--- src/rtl/remote_key_ctrl.sv ---
// remote_key_ctrl
//   Turns decoded IR frames (full frames and NEC repeat frames) into a clean
//   stream of press / auto-repeat / release events, queued in a small
//   first-word-fall-through FIFO with a valid/ready handshake.
//
// Ports
//   sys_clk, sys_rst      clock, synchronous active-high reset
//   data_en, data[7:0]    new full frame pulse and its key code
//   repeat_en             repeat frame pulse
//   evt_valid/evt_ready   FIFO head handshake
//   evt_code[7:0]         key code at FIFO head
//   evt_type[1:0]         01 press, 10 auto-repeat, 11 release
//   key_held              high while a key is held
//   cur_code[7:0]         code of the current or last held key
//   ovf, ovf_clr          sticky event-drop flag and its clear
//
// state | meaning
// IDLE  | no key held, orphan repeat frames ignored
// HELD  | key held, counting repeats and the release timeout

module remote_key_ctrl #(
    parameter int CLK_FREQ   = 50_000_000,
    parameter int RELEASE_MS = 150,
    parameter int HOLD_DELAY = 4,
    parameter int REPEAT_DIV = 2,
    parameter int FIFO_DEPTH = 4
) (
    input  logic       sys_clk,
    input  logic       sys_rst,
    input  logic       data_en,
    input  logic [7:0] data,
    input  logic       repeat_en,
    output logic       evt_valid,
    input  logic       evt_ready,
    output logic [7:0] evt_code,
    output logic [1:0] evt_type,
    output logic       key_held,
    output logic [7:0] cur_code,
    output logic       ovf,
    input  logic       ovf_clr
);

    localparam int TICK_DIV = CLK_FREQ / 1000;
    localparam int PS_W     = (TICK_DIV > 1) ? $clog2(TICK_DIV) : 1;
    localparam int TO_W     = $clog2(RELEASE_MS + 1);
    localparam int DIV_W    = (REPEAT_DIV > 1) ? $clog2(REPEAT_DIV) : 1;
    localparam int AW       = $clog2(FIFO_DEPTH);

    localparam logic [1:0] EV_PRESS   = 2'b01;
    localparam logic [1:0] EV_REPEAT  = 2'b10;
    localparam logic [1:0] EV_RELEASE = 2'b11;

    typedef enum logic {IDLE, HELD} state_t;

    state_t           state;
    logic [PS_W-1:0]  ps_cnt;
    logic             ms_tick;
    logic [TO_W-1:0]  to_cnt;
    logic [7:0]       rpt_cnt;
    logic [7:0]       rpt_next;
    logic [DIV_W-1:0] div_cnt;
    logic             in_hold;
    logic             push_en;
    logic [9:0]       push_word;

    // ms prescaler
    assign ms_tick = (ps_cnt == PS_W'(TICK_DIV - 1));

    always_ff @(posedge sys_clk) begin
        if (sys_rst)
            ps_cnt <= '0;
        else if (ms_tick)
            ps_cnt <= '0;
        else
            ps_cnt <= ps_cnt + 1'b1;
    end

    // Count including the frame arriving now; auto-repeat window opens at HOLD_DELAY.
    assign rpt_next = (rpt_cnt == 8'hFF) ? 8'hFF : rpt_cnt + 8'd1;
    assign in_hold  = ({1'b0, rpt_cnt} + 9'd1) >= 9'(HOLD_DELAY);

    // Event generation mirrors the FSM priority: data_en > repeat_en > timeout.
    always_comb begin
        push_en   = 1'b0;
        push_word = '0;
        if (data_en) begin
            push_en   = 1'b1;
            push_word = {data, EV_PRESS};
        end else if (state == HELD) begin
            if (repeat_en) begin
                if (in_hold && div_cnt == '0) begin
                    push_en   = 1'b1;
                    push_word = {cur_code, EV_REPEAT};
                end
            end else if (ms_tick && to_cnt <= TO_W'(1)) begin
                push_en   = 1'b1;
                push_word = {cur_code, EV_RELEASE};
            end
        end
    end

    always_ff @(posedge sys_clk) begin
        if (sys_rst) begin
            state    <= IDLE;
            key_held <= 1'b0;
            cur_code <= '0;
            rpt_cnt  <= '0;
            div_cnt  <= '0;
            to_cnt   <= '0;
        end else begin
            case (state)
                IDLE: begin
                    if (data_en) begin
                        cur_code <= data;
                        rpt_cnt  <= '0;
                        div_cnt  <= '0;
                        to_cnt   <= TO_W'(RELEASE_MS);
                        state    <= HELD;
                        key_held <= 1'b1;
                    end
                end
                HELD: begin
                    if (data_en) begin
                        // Re-press of any code restarts the hold without a release.
                        cur_code <= data;
                        rpt_cnt  <= '0;
                        div_cnt  <= '0;
                        to_cnt   <= TO_W'(RELEASE_MS);
                    end else if (repeat_en) begin
                        to_cnt  <= TO_W'(RELEASE_MS);
                        rpt_cnt <= rpt_next;
                        if (in_hold)
                            div_cnt <= (div_cnt == DIV_W'(REPEAT_DIV - 1)) ? '0 : div_cnt + 1'b1;
                    end else if (ms_tick) begin
                        if (to_cnt <= TO_W'(1)) begin
                            to_cnt   <= '0;
                            state    <= IDLE;
                            key_held <= 1'b0;
                        end else begin
                            to_cnt <= to_cnt - 1'b1;
                        end
                    end
                end
                default: begin
                    state    <= IDLE;
                    key_held <= 1'b0;
                end
            endcase
        end
    end

    // Event FIFO: extra pointer bit separates full from empty.
    logic [9:0] mem [FIFO_DEPTH];
    logic [AW:0] wr_ptr;
    logic [AW:0] rd_ptr;
    logic        fifo_full;
    logic        pop;
    logic        push_ok;

    assign evt_valid = (wr_ptr != rd_ptr);
    assign fifo_full = (wr_ptr[AW] != rd_ptr[AW]) && (wr_ptr[AW-1:0] == rd_ptr[AW-1:0]);
    assign pop       = evt_valid && evt_ready;
    assign push_ok   = push_en && (!fifo_full || pop);
    assign {evt_code, evt_type} = mem[rd_ptr[AW-1:0]];

    always_ff @(posedge sys_clk) begin
        if (sys_rst) begin
            wr_ptr <= '0;
            rd_ptr <= '0;
            ovf    <= 1'b0;
            for (int i = 0; i < FIFO_DEPTH; i++)
                mem[i] <= '0;
        end else begin
            if (push_ok) begin
                mem[wr_ptr[AW-1:0]] <= push_word;
                wr_ptr              <= wr_ptr + 1'b1;
            end
            if (pop)
                rd_ptr <= rd_ptr + 1'b1;
            // A drop on the same cycle as a clear keeps the flag set.
            if (push_en && fifo_full && !pop)
                ovf <= 1'b1;
            else if (ovf_clr)
                ovf <= 1'b0;
        end
    end

endmodule
--- config.mk ---
export PLATFORM = sky130hd
export DESIGN_NAME = remote_key_ctrl
export DESIGN_NICKNAME = d
export VERILOG_FILES = /design/src/rtl/remote_key_ctrl.sv
export SDC_FILE = /design/constraint.sdc
export NUM_CORES = 1
export LEC_CHECK = 0
export BUFFER_PORTS_ARGS = -buffer_cell sky130_fd_sc_hd__buf_2
export CAP_MARGIN = 10
export CORE_UTILIZATION = 65
export CTS_BUF_LIST = sky130_fd_sc_hd__clkbuf_16
export DETAILED_ROUTE_END_ITERATION = 8
export HOLD_SLACK_MARGIN = 0.02
export PLACE_DENSITY = 0.85
export SYNTH_ARGS = -nofsm -noshare
export SYNTH_HDL_FRONTEND = slang
export SYNTH_SLANG_ARGS = --single-unit
--- constraint.sdc ---
create_clock -name sys_clk -period 7.61 [get_ports sys_clk]
set_clock_uncertainty 0.05 [all_clocks]
set_input_delay 2.283 -clock sys_clk [delete_from_list [all_inputs] [get_ports sys_clk]]
set_output_delay 2.283 -clock sys_clk [all_outputs]
set_load 0.01 [all_outputs]
Yosys cells after proc, flatten, opt, wreduce, memory -nomap -nowiden
Memory sizes are Yosys's and may differ from the RTL's. A register that Yosys moved wholly into a read port is not among the register bits.
Cells that the tools add are included.
Widths: inputs -> output; s select.
- add/subtract/negate cells: 7
- order comparisons: 2
- equality and inequality tests: 13
- mux-type cells: 52
- bitwise logic cells: 2
- reduce and logical (&&, ||, !) cells: 17
- operators with widths (kind ; number):
    $mux 8 ; 10
    $mux 10 ; 6
    $pmux 8 s2 ; 2
    $mux 1 ; 28
    $add 16x1->16 const B ; 1
    $eq 16x16->1 const B ; 1
    $reduce_or 10->1 ; 1
    $add 8x1->9 const B ; 1
    $ge 9x3->1 const B ; 1
    $add 8x1->8 const B ; 1
    $eq 8x8->1 const B ; 1
    $le 8x1->1 const B ; 1
    $sub 8x1->8 const B ; 1
    $logic_and 1x1->1 ; 7
    $add 3x1->3 const B ; 2
    $mux 2 ; 3
    $ne 2x2->1 const B ; 3
    $pmux 1 s2 ; 3
    $reduce_and 5->1 ; 1
    $ne 2x1->1 const B ; 2
    $ne 4x3->1 const B ; 1
    $reduce_and 2->1 ; 2
    $ne 3x2->1 const B ; 1
    $ne 3x3->1 ; 1
    10 further kinds ; 12
- register bits after elaboration: 50
- bits in writable memories: 40
- output and inout bits: 21
- logic and storage cells: 104
- memories: 1
- memories (name ; words ; bits a word ; rd ports ; clocked after Yosys merged registers in ; write ports ; line ; RTL):
    mem ; 4 ; 10 ; 1 ; 1 ; 4 ; 153 ; logic [9:0] mem [FIFO_DEPTH];

Longest topological paths before layout
Gate-level depths: netlist (run 1).
- word-level depth: 13
- gate-level depth with buffers: 9

Worst setup path after synthesis (run 1)
Ideal clock, no wire load.
- path type: input to register
- from: input port repeat_en
- to: memory mem[0][0], enable pin
- arrival time: 4.301 ns
- data required time: 7.167 ns
- path slack: 2.865 ns
- stages on the path: 6
- buffers on the path: 2
- path through: or4_1 > clkbuf_1 > o21bai_2 > buf_4 > o31ai_2 > o31ai_1
- RTL lines (what ; line ; RTL):
    from (decl) ; 32 ; input logic repeat_en,
    to (decl) ; 153 ;

==> flow_summary.toml, run 1 <==
[synth]
synth_cell_types = 58
syn-num-nets = 496
synthesis.area_um2 = 4650
ys_seq_area_share_pct = 48.2
synth_edf_count = 40
ys.warnings.count = 0
avgSynthCellArea_um2 = 9.79
synth_top_flop_cell = "dfxtp_1"
syn_inst = 475
synth-seq-cells = 92
synthArstFlopShare_pct = 0

[timing]
min_period_over_period_pct = 61.8
tns_ns = 0
hold_violations = 0
relSlewSlack_pct = 20.5
slew_violations = 0
grt_setup_unrepaired = "no"
setup_violations = 0
fmax_mhz = 213
period_needed_ns = 4.70
whs_ns = 0.391
worstMarginPinSlew_ns = 1.18

[cts]
root_buffer = "clkbuf_16"
clk_latency_ns = 0.34
post_cts_resized = 0
post-cts-setup-buffers = 0
cts_hold_buf = 0
htreeDepth = 3
clkTransAtPathRegs_ns = 0.06
cts_tree = "done"
clockBufferDepth = 2
clkSinkCount = 92
numCtsBuffers = 9

[grt]
grt_usage_pct = 28.1
grt_pass1_vias = 3400
grt_pass1_wl_um = 16100
grt_max_degree = 40
antenna_found_initial = 0
grt-ovfl-total = 0

[detailed_routing]
avgRoutedWirePerCell_um = 16.7
firstDrtPassIters = 5
vias = 3778
drt_iter0_drc = 248
drtAntennaViolNets = 0
drc = 0
wl_um = 10000
via_per_inst = 6.30

[die]
die_y_um = 86.6
die_x_um = 86.6
die-area_um2 = 7500
start_util_pct = 67.7
boundaryPins = 35
rows = 30
coreArea_um2 = 6870

[critical_path]
worstSetupPathType = "input port to flop"
crit_required_ns = 7.53
reg2reg_slack_ns = 3.94
r2r_cells = 5
cp-end-kind = "flop"
regToRegEndpoint = "mem[2][0]"
cp-start-kind = "input port"
r2r_start = "rpt_cnt[0]"
startpoint = "repeat_en"
crit_end = "mem[2][0]"
cp_max_fo = 14
critPathArrivalTime_ns = 4.62

[cells_and_area]
diodes = 0
syn2layout_area_growth_pct = 11.4
final_nets = 520
finalInstanceArea_um2 = 5180
drive_gt1_share_pct = 17.3
fin_cells = 600

[pwr]
p_leak_uw = 0.00186
swShare_pct = 25.8
p_clk_share_pct = 38.8
powerDensity_nw_per_um2 = 226
internal_power_uw = 871
p_comb_share_pct = 12.4
vdd_drop_max_v = 0.000161
p_sw_uw = 303
power_frac_seq_pct = 48.7

[placement]
place_congestion = 0.862
io_buffers = 34
placed_cell_area_um2 = 4860
placed_cells = 582
hpwlAfterDp_um = 6850

[run_status]
status = "completed"

[worst_hold_path]
hold_path.class = "flop to flop"

[run]
drv_cap = 0
## synth_stat cells (11+ instances only)
library cell  number  share of area (%)
a21oi_1           28                3.0
clkbuf_1          20                1.6
dfxtp_1           52                 22
edfxtp_1          40                 26
nand2_1           23                1.9
nand2b_1          11                1.5
nand3_1           16                1.7
nor2_1            76                6.1
nor3_1            33                3.6
o21ai_0           13                1.4
or3_1             17                2.3
## stage by stage
stage | utilization (%) | worst slack [ns] | total power [µW]
after floorplan | - | 2.87 | 678
after global routing | 75.4 | 2.64 | 1210
after CTS | 75.3 | 2.56 | 1180
after global placement | 70.8 | 2.34 | 720
after detailed placement | 70.8 | 2.19 | 728
final | 75.4 | 2.91 | 1170
## logic make-up (layout without fill, tap and decap cells)
group / after synthesis / count (layout) / share of synthesized area, %
xor+xnor: 18 / 18 / 3.39
simple gates: 219 / 219 / 24.4
buf+inv: 40 / 69 / 3.74
compound gates: 89 / 89 / 13.6
flops: 92 / 92 / 48.2
mux: 10 / 10 / 4.84
fa+ha+maj: 7 / 7 / 1.88
## sequential cells by signal (all words and copies together), names as in the netlist, named ones only
signal,cells
mem,40
ps_cnt,16
cur_code,8
rpt_cnt,8
to_cnt,8
rd_ptr,3
wr_ptr,3
div_cnt,1
key_held,1
ovf,1
state,1
## area by class of cell
| type | instances | area (µm²) |
|---|---|---|
| multi-input cells | 343 | 2240 |
| fillers | 469 | 1690 |
| clock buffers | 9 | 225 |
| inverters | 10 | 37.5 |
| well taps | 96 | 120 |
| repair buffers | 43 | 233 |
| flip-flops and latches | 92 | 2240 |
| clock inverters | 7 | 82.6 |
## worst max-delay path, cell delays in order
cell and delay, ns:
buf_2 0.14, nand2_1 0.28, a311oi_2 0.91, o31ai_2 0.21
o21ai_1 0.78
## worst min path at each step
stage                      to       from  depth (start not counted)
floorplan           ps_cnt[0]  ps_cnt[0]                          1
global placement    ps_cnt[0]  ps_cnt[0]                          1
detailed placement  ps_cnt[0]  ps_cnt[0]                          1
CTS                 ps_cnt[0]  ps_cnt[0]                          1
global route        ps_cnt[0]  ps_cnt[0]                          1
finish              ps_cnt[0]  ps_cnt[0]                          1
## per-layer routing
metal  GRT usage [%]  part of all wire [%]
met5               0                     0
met1            35.4                    42
met2            48.6                    50
met4            12.9                   2.0
met3            3.62                   5.8
## layout by cell type, fill, tap and decap left out, types with 8 or more instances in the layout
master / count
nor2_1: 76
dfxtp_1: 52
edfxtp_1: 40
buf_2: 34
nor3_1: 33
a21oi_1: 28
nand2_1: 23
or3_1: 17
nand3_1: 16
o21ai_0: 12
nand2b_1: 11
inv_1: 10
mux4_2: 10
xnor2_1: 10
a31oi_1: 10
a2111oi_0: 10
clkbuf_16: 9
xor2_1: 8
## power groups by stage
stage	Combinational (µW)	Sequential [µW]	Clock, µW
floorplan	112	566	0
detailed placement	144	584	0
CTS	145	573	460
finish	146	572	456
global placement	139	581	0
global route	160	576	478
No activity file was read; power rests on OpenSTA's default activity.
==> inputs of run 2 (changes only) <==
--- a/config.mk
+++ b/config.mk
@@ -5,13 +5,14 @@
 export SDC_FILE = /design/constraint.sdc
 export NUM_CORES = 1
 export LEC_CHECK = 0
+export ABC_AREA = 1
 export BUFFER_PORTS_ARGS = -buffer_cell sky130_fd_sc_hd__buf_2
 export CAP_MARGIN = 10
-export CORE_UTILIZATION = 65
+export CORE_UTILIZATION = 54
 export CTS_BUF_LIST = sky130_fd_sc_hd__clkbuf_16
 export DETAILED_ROUTE_END_ITERATION = 8
 export HOLD_SLACK_MARGIN = 0.02
-export PLACE_DENSITY = 0.85
+export PLACE_DENSITY = 0.76
 export SYNTH_ARGS = -nofsm -noshare
 export SYNTH_HDL_FRONTEND = slang
 export SYNTH_SLANG_ARGS = --single-unit
==> constraint.sdc (replaced) <==
create_clock -name sys_clk -period 3.89 [get_ports sys_clk]
set_clock_uncertainty 0.05 [all_clocks]
set_input_delay 1.167 -clock sys_clk [delete_from_list [all_inputs] [get_ports sys_clk]]
set_output_delay 1.167 -clock sys_clk [all_outputs]
set_load 0.01 [all_outputs]
==> run 2 against run 1 <==
  * Global-route usage fell by 3.7 points
  * Clock power rose by 82%
  * Area after synthesis fell by 7.0%
  * Cell count increased by 9.8%
  * Largest power group unchanged
==> flow_summary.toml, run 2 <==
[synth]
syn-num-nets = 541
synth_area_leaders = "edfxtp_1, dfxtp_1, nand2_1"
ys.warnings.count = 0
synth_top_area_share_pct = 27.8
netlist_top_cells_count = "nand2_1, nor2_1, dfxtp_1, inv_1, edfxtp_1"
synth.most_common_cell = "nand2_1"
synth_top_flop_cell = "dfxtp_1"
synthesis.area_um2 = 4320
synthArstFlopShare_pct = 0
synth_cell_types = 37
synth-seq-cells = 92
ys_seq_area_share_pct = 51.9
synth_edf_count = 40
yosysTopAreaCell = "edfxtp_1"
syn_inst = 520
avgSynthCellArea_um2 = 8.32

[grt]
grt_pass1_wl_um = 15800
grt_max_degree = 25
grt_pass1_vias = 3415
grt-ovfl-total = 0
antenna_found_initial = 0
grt_usage_pct = 24.4

[timing]
worstMarginPinSlew_ns = 0.563
hold_violations = 0
tns_ns = 0
setup_violations = 0
grt_setup_unrepaired = "no"
min_period_over_period_pct = 74.5
period_needed_ns = 2.90
relSlewSlack_pct = 62.1
fmax_mhz = 345
slew_violations = 0

[cts]
htreeDepth = 3
numCtsBuffers = 9
clkTransAtPathRegs_ns = 0.07
root_buffer = "clkbuf_16"
clockBufferDepth = 2
clkSinkCount = 92
post_cts_resized = 0
post-cts-setup-buffers = 0
cts_hold_buf = 0
clk_latency_ns = 0.34
cts_tree = "done"

[die]
boundaryPins = 35
die-area_um2 = 8370
die_x_um = 91.5
rows = 32
coreArea_um2 = 7730
start_util_pct = 56.0
die_y_um = 91.5

[placement]
hpwlAfterDp_um = 7120
place_congestion = 0.904
io_buffers = 34

[detailed_routing]
firstDrtPassIters = 5
avgRoutedWirePerCell_um = 14.3
vias = 3519
wl_um = 9440
drt_iter0_drc = 232
via_per_inst = 5.34
drc = 0
drtAntennaViolNets = 0

[pwr]
vdd_drop_max_v = 0.000277
powerDensity_nw_per_um2 = 467
p_leak_uw = 0.00194

[cells_and_area]
final_common_cell = "nand2_1"
diodes = 0
reg_top3 = "mem: 40 flops, ps_cnt: 16 flops"
syn2layout_area_growth_pct = 11.9
postLayoutCoreUtil_pct = 62.6
mostFrequentLayoutCells = "nand2_1, nor2_1, dfxtp_1"
fillCellCount = 647
regMostFlops = "mem"
final_nets = 573
seq_area_um2 = 2240
largest_register_ffs = 40
drive_gt1_share_pct = 14.4
multi_input_area_um2 = 1820

[critical_path]
crit_buf_inv = 2
cp-start-kind = "flop"
cp-end-kind = "output port"
critPathArrivalTime_ns = 1.68
path_cells = "inv_1, o21ai_0, o22ai_1, buf_2"
cp_slowest_cell = "dfxtp_1"
crit_required_ns = 2.67
worstSetupPathType = "flop to output port"
cp_max_fo = 20
cpLargestDelayFamily = "compound AO/OA/AOI/OAI gates"
slowest_delay_ns = 0.43

[run]
drv_cap = 0

[run_status]
status = "completed"

[worst_hold_path]
hold_path.class = "flop to flop"
==> run 2: path summary, 6_finish.rpt <==
| kind | cells past startpoint | slack, ns | endpoint | startpoint |
|---|---|---|---|---|
| max reg2reg | 11 | 1.18 | mem[1][1] | to_cnt[0] |
| max | 4 | 0.99 | evt_code[7] | flop |
| min | 2 | 0.42 | div_cnt | div_cnt |
| min reg2reg | 2 | 0.42 | div_cnt | div_cnt |
==> run 2: kinds of logic (layout without fill, tap and decap cells) <==
logic type	Yosys count	count (layout)	share of synthesized area (%)
XOR/XNOR	8	8	1.62
adder cells (fa/ha/maj)	7	7	2.03
AND/OR/NAND/NOR	248	248	24.9
flip-flops	92	92	51.9
buffers and inverters	64	101	6.16
AO/OA/AOI/OAI	101	101	13.5
==> run 2: worst min-delay path, stage by stage (launching register included) <==
cell and delay (ns):
dfxtp_1 0.31, nand2_1 0.06, a21oi_1 0.05
==> run 2: metal layers <==
metal	routed length, µm	share of wire [%]	vias to the layer above	global-route usage (%)
met5	0	0	-	0
met3	388	4.1	12	4.77
li1	-	-	1791	-
met2	4920	52	75	44.2
met4	136	1.4	0	7.54
met1	3990	42	1641	29.0
==> run 2: cell type report <==
type	count	share of cell area [%]
Sequential cell	92	46.3
Multi-Input combinational cell	364	37.5
Clock buffer	9	4.65
Timing Repair Buffer	36	3.83
Inverter	49	3.80
Tap cell	102	2.64
Clock inverter	7	1.24
==> run 2: power by group <==
group          internal (µW)  switching, µW
combinational            116            210
sequential              1060           40.3
clock                    443            388
total                   1620            639
==> run 2: stage by stage <==
step           std cells  total power [µW]  hold WS (ns)  area, µm²  setup WS (ns)
6_report             659              2260         0.417       4840          0.994
5_1_grt              659              2360         0.446       4840          0.839
4_1_cts              659              2270         0.413       4840          0.977
3_5_place_dp         643              1450         0.404       4550          0.692
3_3_place_gp         643              1430         0.379       4550          0.827
2_1_floorplan        520              1330         0.368       4320           1.04
==> inputs of run 3 (changes only) <==
--- a/config.mk
+++ b/config.mk
@@ -8,11 +8,11 @@
 export ABC_AREA = 1
 export BUFFER_PORTS_ARGS = -buffer_cell sky130_fd_sc_hd__buf_2
 export CAP_MARGIN = 10
-export CORE_UTILIZATION = 54
+export CORE_UTILIZATION = 59
 export CTS_BUF_LIST = sky130_fd_sc_hd__clkbuf_16
 export DETAILED_ROUTE_END_ITERATION = 8
 export HOLD_SLACK_MARGIN = 0.02
-export PLACE_DENSITY = 0.76
+export PLACE_DENSITY = 0.79
 export SYNTH_ARGS = -nofsm -noshare
 export SYNTH_HDL_FRONTEND = slang
 export SYNTH_SLANG_ARGS = --single-unit
==> constraint.sdc (replaced) <==
create_clock -name sys_clk -period 3 [get_ports sys_clk]
set_clock_uncertainty 0.05 [all_clocks]
set_input_delay 0.9 -clock sys_clk [delete_from_list [all_inputs] [get_ports sys_clk]]
set_output_delay 0.9 -clock sys_clk [all_outputs]
set_load 0.01 [all_outputs]
==> run 3 against run 2 <==
  * Sequential power rose by 29%
  * Global-route usage rose by 0.74 points
  * Hold slack got worse by 0.013 ns
  * Cell count rose by 0.30%
  * Largest cell class unchanged
  * Clock-buffer cell count did not move
  * Highest routed layer unchanged
  * Non-clock buffer count rose by 8
  * First-iteration DRC count rose by 8.6%
  * Setup slack got worse by 0.51 ns
  * Via count rose by 2.2%
  * Sequential share of layout area fell by 0.57 points
==> flow_summary.toml, run 3 (synthesis results as in run 2) <==
[timing]
fmax_mhz = 398
hold_violations = 0
tns_ns = 0
whs_ns = 0.404
worstMarginPinSlew_ns = 0.567
relSlewSlack_pct = 61.9
min_period_over_period_pct = 83.7
setup_violations = 0
slew_violations = 0
period_needed_ns = 2.51
grt_setup_unrepaired = "no"

[cts]
root_buffer = "clkbuf_16"
numCtsBuffers = 9
cts_tree = "done"
htreeDepth = 3
post-cts-setup-buffers = 0
clockBufferDepth = 2
cts_hold_buf = 0
clkSinkCount = 92
post_cts_resized = 0
clk_latency_ns = 0.34
clkTransAtPathRegs_ns = 0.07

[placement]
placed_cell_area_um2 = 4610
place_congestion = 0.840
placed_cells = 645
hpwlAfterDp_um = 6230
io_buffers = 34

[critical_path]
critPathArrivalTime_ns = 2.45
cp-end-kind = "flop"
cp-start-kind = "flop"
crit_required_ns = 2.94
crit_buf_inv = 2
worstSetupPathType = "flop to flop"
path_cells = "inv_1, ha_1, or2_2, nand3_1, nor2_1, nand3_1, nand2_1, inv_2, a21oi_4, nand4_2, nand2_1"
cpLargestDelayFamily = "simple AND/OR/NAND/NOR gates"
cp_max_fo = 10
cp_slowest_cell = "nand2_1"
slowest_delay_ns = 0.39

[cells_and_area]
regMostFlops = "mem"
syn2layout_area_growth_pct = 13.3
reg_top3 = "mem: 40 flops, ps_cnt: 16 flops"
largest_register_ffs = 40
final_nets = 581
seq_area_um2 = 2240
diodes = 0
final_common_cell = "nand2_1"
drive_gt1_share_pct = 15.6
finalInstanceArea_um2 = 4900
multi_input_area_um2 = 1820
fillCellCount = 553
fin_cells = 661
mostFrequentLayoutCells = "nand2_1, nor2_1, dfxtp_1"

[grt]
grt_pass1_wl_um = 14600
grt-ovfl-total = 0
grt_usage_pct = 25.1
grt.busiest_layer = "met2"
use_met2_pct = 45.8
grt_pass1_vias = 3329
grt_max_degree = 24
use_met1_pct = 29.0
use_met3_pct = 3.77
antenna_found_initial = 0

[die]
boundaryPins = 35
die_x_um = 87.6
coreArea_um2 = 6940
rows = 30
die_y_um = 87.6
start_util_pct = 62.3
die-area_um2 = 7680

[pwr]
vdd_drop_max_v = 0.000339
powerDensity_nw_per_um2 = 601
p_leak_uw = 0.00199

[detailed_routing]
via_per_inst = 5.44
avgRoutedWirePerCell_um = 13.3
vias = 3597
wl_um = 8810
drtAntennaViolNets = 0
drc = 0
firstDrtPassIters = 5
drt_iter0_drc = 252

[run_status]
status = "completed"

[worst_hold_path]
hold_path.class = "flop to flop"

[run]
drv_cap = 0
==> run 3: cell count changes in the layout (fill, tap and decap cells not counted), sizes merged <==
cell,before,now
buf,36,44
inv,52,54
clkinvlp,3,1
==> run 3: stage by stage <==
stage / utilization [%] / worst slack (ns) / power (µW)
after floorplan: - / 0.391 / 1730
after global placement: 66.3 / 0.492 / 1860
after detailed placement: 66.3 / 0.452 / 1870
after CTS: 70.6 / 0.473 / 2960
after global routing: 70.6 / 0.299 / 3080
final: 70.6 / 0.489 / 2940
==> run 3: layout make-up <==
cell class	count	share of cell area (%)
clock inverters	7	1.38
repair buffers	44	5.01
clock buffers	9	4.60
multi-input cells	364	37.1
well taps	96	2.45
flip-flops and latches	92	45.8
inverters	49	3.75
==> run 3: worst paths after layout <==
| check | from | end | slack [ns] | depth (start not counted) |
|---|---|---|---|---|
| worst max-delay path | to_cnt[0] | mem[2][9] | 0.49 | 11 |
| worst min-delay path | ps_cnt[0] | ps_cnt[0] | 0.40 | 1 |
| worst max register to register | to_cnt[0] | mem[2][9] | 0.49 | 11 |
| worst min register to register | ps_cnt[0] | ps_cnt[0] | 0.40 | 1 |
==> run 3: where the power goes <==
| part | total (µW) | internal [µW] | switching [µW] |
|---|---|---|---|
| clock network | 1100 | 586 | 517 |
| logic | 418 | 156 | 262 |
| registers | 1420 | 1380 | 46.0 |
==> run 3: routing by layer <==
layer | vias up | wire [µm]
li1 | 1812 | -
met1 | 1687 | 3720
met2 | 83 | 4530
met3 | 15 | 379
met4 | 0 | 174
met5 | - | 0
